File: config.mk
export PLATFORM = sky130hd
export DESIGN_NAME = synth_ctrl_initiator
export DESIGN_NICKNAME = d
export VERILOG_FILES = /design/src/rtl/synth_ctrl_initiator.sv
export SDC_FILE = /design/constraint.sdc
export NUM_CORES = 1
export LEC_CHECK = 0
export BUFFER_PORTS_ARGS = -buffer_cell sky130_fd_sc_hd__buf_2
export CORE_MARGIN = 1.5
export CORE_UTILIZATION = 53
export DETAILED_ROUTE_END_ITERATION = 6
export GPL_ROUTABILITY_DRIVEN = 0
export HOLD_SLACK_MARGIN = 0.1
export PLACE_DENSITY_LB_ADDON = 0.05
export SETUP_SLACK_MARGIN = 0.02
export SYNTH_ARGS = -nofsm -noshare
export SYNTH_HDL_FRONTEND = slang
export SYNTH_SLANG_ARGS = --single-unit
export TNS_END_PERCENT = 100
File: constraint.sdc
create_clock -name clk -period 3.45 [get_ports clk]
set_input_delay 0.1725 -clock clk [delete_from_list [all_inputs] [get_ports clk]]
set_output_delay 0.1725 -clock clk [all_outputs]
set_load 0.02 [all_outputs]
File: src/rtl/synth_ctrl_initiator.sv
// synth_ctrl_initiator: staged synth control registers, committed to the synth
// outputs atomically through a four-phase req/ack handshake with the CDC responder.
module synth_ctrl_initiator #(
   parameter int N_VOICES    = 4,
   parameter int ACK_TIMEOUT = 1024
) (
   input  logic                    clk,
   input  logic                    rst,
   input  logic                    wr_en,
   input  logic                    rd_en,
   input  logic [7:0]              addr,
   input  logic [31:0]             wdata,
   output logic [31:0]             rdata,
   output logic [24*N_VOICES-1:0]  synth_carrier_fcws,
   output logic [23:0]             synth_mod_fcw,
   output logic [4:0]              synth_mod_shift,
   output logic [N_VOICES-1:0]     synth_note_en,
   output logic [4:0]              synth_shift,
   output logic                    cpu_req,
   input  logic                    cpu_ack
);
   typedef enum logic [1:0] {IDLE, WAIT_ACK, WAIT_REL} state_t;
   localparam int CW = $clog2(ACK_TIMEOUT + 1);

   state_t                  state;
   logic [24*N_VOICES-1:0]  fcw_stg;
   logic [23:0]             mod_fcw_stg;
   logic [4:0]              mod_shift_stg;
   logic [4:0]              shift_stg;
   logic [N_VOICES-1:0]     note_en_stg;
   logic                    pending;
   logic                    timeout;
   logic                    busy;
   logic [15:0]             commit_count;
   logic [CW-1:0]           cnt;
   logic [31:0]             rd_mux;
   logic                    commit_wr;
   logic                    phase_expired;

   assign busy          = state != IDLE;
   assign commit_wr     = wr_en && addr == 8'h0C;
   assign phase_expired = cnt == CW'(ACK_TIMEOUT - 1);

   always_comb begin
      rd_mux = '0;
      for (int i = 0; i < N_VOICES; i++)
         if (addr == 8'(i)) rd_mux = {8'h0, fcw_stg[24*i +: 24]};
      rd_mux = addr == 8'h08 ? 32'(mod_fcw_stg)
             : addr == 8'h09 ? 32'(mod_shift_stg)
             : addr == 8'h0A ? 32'(note_en_stg)
             : addr == 8'h0B ? 32'(shift_stg)
             : addr == 8'h0D ? {13'h0, busy, pending, timeout, commit_count}
             : rd_mux;
   end

   always_ff @(posedge clk) begin
      if (rst) begin
         fcw_stg       <= '0;
         mod_fcw_stg   <= '0;
         mod_shift_stg <= '0;
         shift_stg     <= '0;
         note_en_stg   <= '0;
         rdata         <= '0;
      end else begin
         if (rd_en) rdata <= rd_mux;
         if (wr_en) begin
            for (int i = 0; i < N_VOICES; i++)
               if (addr == 8'(i)) fcw_stg[24*i +: 24] <= wdata[23:0];
            if (addr == 8'h08) mod_fcw_stg <= wdata[23:0];
            if (addr == 8'h09) mod_shift_stg <= wdata[4:0];
            if (addr == 8'h0A) note_en_stg <= wdata[N_VOICES-1:0];
            if (addr == 8'h0B) shift_stg <= wdata[4:0];
         end
      end
   end

   // Timeout set by the FSM is written after the clear, so a set wins a same-edge clear.
   always_ff @(posedge clk) begin
      if (rst) begin
         state              <= IDLE;
         cpu_req            <= 1'b0;
         synth_carrier_fcws <= '0;
         synth_mod_fcw      <= '0;
         synth_mod_shift    <= '0;
         synth_note_en      <= '0;
         synth_shift        <= '0;
         pending            <= 1'b0;
         timeout            <= 1'b0;
         commit_count       <= '0;
         cnt                <= '0;
      end else begin
         cnt <= cnt + 1'b1;
         if (wr_en && addr == 8'h0D && wdata[0]) timeout <= 1'b0;
         if (commit_wr && busy) pending <= 1'b1;
         case (state)
            IDLE:
               if (commit_wr || pending) begin
                  synth_carrier_fcws <= fcw_stg;
                  synth_mod_fcw      <= mod_fcw_stg;
                  synth_mod_shift    <= mod_shift_stg;
                  synth_note_en      <= note_en_stg;
                  synth_shift        <= shift_stg;
                  cpu_req            <= 1'b1;
                  pending            <= 1'b0;
                  state              <= WAIT_ACK;
                  cnt                <= '0;
               end
            WAIT_ACK:
               if (cpu_ack) begin
                  cpu_req <= 1'b0;
                  state   <= WAIT_REL;
                  cnt     <= '0;
               end else if (phase_expired) begin
                  timeout <= 1'b1;
                  cpu_req <= 1'b0;
                  state   <= IDLE;
                  cnt     <= '0;
               end
            WAIT_REL:
               if (!cpu_ack) begin
                  commit_count <= commit_count + 16'd1;
                  state        <= IDLE;
                  cnt          <= '0;
               end else if (phase_expired) begin
                  timeout <= 1'b1;
                  cpu_req <= 1'b0;
                  state   <= IDLE;
                  cnt     <= '0;
               end
            default: state <= IDLE;
         endcase
      end
   end
endmodule

# After elaboration in Yosys (flattened, before gate mapping)
# Cells that the tools add are included.
totals:
  register_bits: 332
  in_bits: 45
  out_inout_bits: 167
classes:
  addsub: 2
  n_reduce_logical: 20
  n_bitwise: 1
  n_mux: 32
  eq_ne: 14
ops:
  columns: ["operator", "n"]
  rows:
  - ["$mux 32", 8]
  - ["$eq 8x4->1 const B", 6]
  - ["$mux 11", 4]
  - ["$pmux 11 s3", 1]
  - ["$mux 24", 1]
  - ["$reduce_and 2->1", 10]
  - ["$add 16x1->16 const B", 1]
  - ["$eq 8x2->1 const B", 2]
  - ["$add 11x1->11 const B", 1]
  - ["$eq 11x10->1 const B", 1]
  - ["$mux 1", 11]
  - ["$eq 8x1->1 const B", 1]
  - ["$logic_not 8->1", 1]
  - ["$mux 2", 4]
  - ["$pmux 2 s3", 1]
  - ["$logic_and 1x1->1", 4]
  - ["$ne 2x2->1 const B", 2]
  - ["$pmux 1 s3", 1]
  - ["$reduce_and 3->1", 1]
  - ["$reduce_bool 3->1", 1]
  - ["$eq 2x1->1 const B", 1]
  - ["$eq 2x2->1 const B", 1]
  - ["$logic_not 2->1", 1]
  - ["$pmux 1 s2", 1]
  - ["other kinds (3)", 3]

# Longest topological paths before layout
logic_depth:
  word_depth: 10
  mapped_depth: 9

# Least setup slack after synthesis
# Ideal clock, no wire load.
synth_timing:
  kind: "reg-to-reg"
  startpoint: "register cnt[0]"
  endpoint: "register cnt[2]"
  arrival_ps: 1584
  slack_ps: 1746
  setup_time_ps: 120
  period_less_slack_ps: 1704
  stages_incl_launch_ff: 7
  cell_sequence: "dfxtp_1 > ha_1 > nand4_1 > or4_1 > nand2_1 > a21o_1 > nor2_1"
synth_between:
  elab_chain_len: 4
  word_cells_on_any_way: 7
  classes_between: "add/sub: 1; eq/ne: 1; mux: 5"
synth_rtl:
  columns: ["item", "line_no", "text"]
  rows:
  - ["from (decl)", "35", "logic [CW-1:0] cnt;"]
  - ["from (signal assigned)", "92", "cnt <= cnt + 1'b1;"]
  - ["$add 11x1->11 / $eq 11x10->1 (equally long branches)", "92, 42", null]
  - ["$mux 11", "113, 124", null]
  - ["$mux 11 (on tied branches)", "120, 109", null]
  - ["$pmux 11 s3 *", "95", "case (state)"]
# Every way passes the cells marked *; elsewhere a longest branch is shown, timed or not.
# A chain may end at the register's enable or synchronous reset.

# Final worst setup path
layout_timing:
  startpoint: "input addr[6]"
  endpoint: "register fcw_stg[62]"
layout_between:
  elab_chain_len: 2
layout_rtl:
  columns: ["item", "line_no", "text"]
  rows:
  - ["from (decl)", "11", "input logic [7:0] addr,"]
  - ["$eq 8x2->1", "68", "if (addr == 8'(i)) fcw_stg[24*i +: 24] <= wdata[23:0];"]
  - ["$reduce_and 2->1 (no source line)", null, null]
  - ["to (signal, indexed assignment)", "68", null]
  - ["to (decl)", "26", "logic [24*N_VOICES-1:0] fcw_stg;"]
# Every way passes these cells.

==> summary.md <==
| Metric | Value |
|---|---|
| CP Max Fanout | `24` |
| Via count of the first global-routing pass | `~11000` |
| RSZ-0062 raised after global routing | `false` |
| Fin Hold WS | `about 0.13 ns` |
| Relative slew slack | `0.238` |
| First-pass GRT wire length | `approximately 60000 µm` |
| GRT Max-Usage Layer | `met2` |
| Worst-Margin Slew | `roughly 1.1 ns` |
| Initial Util | `0.536` |
| Share of cells above drive strength 1 | `0.172` |
| Clock tree root driver cell | `clkbuf_16` |
| CTS sink cnt | `between 300 and 400` |
| Most used flip-flop cell after synthesis | `dfxtp_1` |
| Vias | `11800` |
| Syn Area/Cell | `8.03 µm²` |
| Worst Path Required | `3.82 ns` |
| HP Class | `input pin to register` |
| Die Footprint | `0.0254 mm²` |
| Die Height | `~160 µm` |
| Fill count | `roughly 2200` |
| Pre-CTS setup slack | `0.821 ns` |
| Site Rows | `57` |
| Number of routed nets with antenna violations | `0` |
| Nets | `1821` |
| IO Count | `approximately 210` |
| Netlist cell types | `57` |
| # diodes | `0` |
| Synth area leaders | `dfxtp_1, nand2_1, a21oi_1` |
| Num CTS Buffers | `35` |
| Finish-stage setup viols | `0` |
| Worst path arrival time | `roughly 2.8 ns` |
| Total power | `7.70 mW` |
| Initial antenna violation count | `0` |
| EDFF count, synth | `0` |
| F_max | `between 400 and 500 MHz` |
| Largest net degree at the start of global routing | `approximately 150` |
| Number of detailed-route iterations in the first pass | `5` |
| Placed cells | `approximately 2000` |
| Crit share post-route | `0.690` |
| Setup bufs post-CTS | `0` |
| Core Region | `roughly 0.024 mm²` |
| Post-synth top area share | `0.501` |
| CTS tree | `yes` |
| CP Class | `input pin to register` |
| Port buffer count | `195` |
| Final Util | `0.635` |
| Final Worst Setup Slack | `between 1 and 1.5 ns` |
| Warnings from Yosys | `0` |
| WL final | `about 38000 µm` |
| Clk_lat worst skew | `around 0.51 ns` |
| GRT Util Overall | `0.300` |
| Leak | `approximately 5.7 nW` |
| Avg WL per Cell | `between 15 and 20 µm` |
| Synth async-reset ratio | `0` |
| Post-Syn Instances | `around 1600` |
| Startpoint types | `input pin` |
| Detail Placement HPWL | `between 20000 and 30000 µm` |
| Post-cts sizing count | `0` |
| Met1 usage | `0.422` |
| Synthesized area | `approximately 0.013 mm²` |
| Post-layout instance area | `roughly 0.015 mm²` |
| Status | `finished clean` |
| Routing usage on met3 | `0.0479` |
| Post-Route Skew | `0.0215 ns` |
| Synth Register Bits | `~320` |
| Seq/Total Area, Yosys | `0.501` |
| Fin crit period | `approximately 2.4 ns` |
| Grt met2 use | `0.466` |
| Max-cap viol count | `0` |
| Chip Width | `about 160 µm` |
| Area leader, netlist | `dfxtp_1` |
| Final cell count without fillers | `around 2100` |
| Setup slack, reg-to-reg | `roughly 1.4 ns` |
| PD cells | `between 500 and 600 mW/mm²` |
| Clock buffer depth | `3` |
| Area after DPL | `about 0.014 mm²` |
| Vias/cell | `around 5.6` |
| CP endpoint kind | `register` |
| Maximum VDD drop | `around 0.00037 V` |
| Iteration-0 DRC Markers | `1044` |
| Area grow syn2layout | `18.5%` |
| Clk slew on worst S/H paths | `about 0.06 ns` |
| H-tree Lvls | `2` |
| DR DRC count | `0` |
| Setup TNS | `0 ns` |
| Max-slew violation count | `0` |
| Remaining Overflow, GRT | `0` |
| Post-CTS Hold Fix Bufs | `27` |
| Hold Fails Final Rpt | `0` |
[logic make-up after synthesis]
kind of cell	after synthesis	share of synthesized area
XOR/XNOR	22	0.0149
other	1	0.000290
buffers and inverters	143	0.0513
flip-flops	324	0.501
adder cells (fa/ha/maj)	6	0.00580
AND/OR/NAND/NOR	701	0.221
multiplexers	46	0.0482
AO/OA/AOI/OAI	369	0.157
[state kept, by name (all words and copies together) (netlist names)]
register,cells
fcw_stg,96
synth_carrier_fcws,96
mod_fcw_stg,24
rdata,24
synth_mod_fcw,24
commit_count,16
cnt,11
mod_shift_stg,5
shift_stg,5
synth_mod_shift,5
synth_shift,5
note_en_stg,4
synth_note_en,4
state,2
cpu_req,1
pending,1
timeout,1
[layer usage]
metal | routed length [µm] | vias up
met2 | 17300 | 441
met3 | 2650 | 78
met4 | 1250 | 0
met1 | 17200 | 5597
li1 | - | 5684
met5 | 0 | -
[placed cells by master (no fill, tap or decap), types with 7 or more instances in the layout]
cell type and n:
a211oi_1 8, a21oi_1 287, a22oi_1 16, and3_1 8, buf_2 194, buf_4 22
clkbuf_1 9, clkbuf_16 35, clkinv_2 7, conb_1 8, dfxtp_1 324, dlygate4sd3_1 27
inv_1 10, mux2_2 11, mux2i_1 23, mux4_2 12, nand2_1 530, nand3_1 20
nor2_1 80, nor2b_1 8, nor3_1 10, nor4_1 10, o21ai_0 14, o221ai_1 12
o22ai_1 8, xnor2_1 10, xor2_1 12
[final timing paths]
kind | startpoint | endpoint | cells past startpoint
max | addr[6] | fcw_stg[62] | 8
min | addr[3] | rdata[12] | 4
max reg2reg | state[0] | commit_count[11] | 7
min reg2reg | synth_carrier_fcws[64] | synth_carrier_fcws[64] | 2
[report_power, final]
group          leakage (nW)  switching, mW  internal, mW
sequential             2.61         0.0115          3.76
combinational          2.58          0.222        0.0954
clock                 0.545           1.47          2.15
total                  5.74           1.70          6.00
[cells in the mapped netlist (11+ instances only)]
cell,count
clkbuf_1,71
a22oi_1,16
o221ai_1,12
mux2_2,11
dfxtp_1,324
buf_4,18
buf_2,42
mux2i_1,23
mux4_2,12
o21ai_0,14
nand2_1,530
a21oi_1,287
xor2_1,12
nor2_1,81
nand3_1,20
[worst max-delay path, stage by stage]
cell and delay, ns:
dlygate4sd3_1 0.53, buf_2 0.14, nor4_4 0.45, buf_4 0.25, nand2_1 0.08, or3_1 0.78
nand2_1 0.24, a21oi_1 0.10
[area by class of cell]
cell class              count  area [µm²]  area share
inverters                  10        37.5     0.00245
flip-flops and latches    324        6490       0.423
well taps                 324         405      0.0264
clock buffers              50         992      0.0647
clock inverters            10         104     0.00677
repair buffers            247        1480      0.0966
multi-input cells        1152        5840       0.380
No activity file was read; power rests on OpenSTA's default activity.
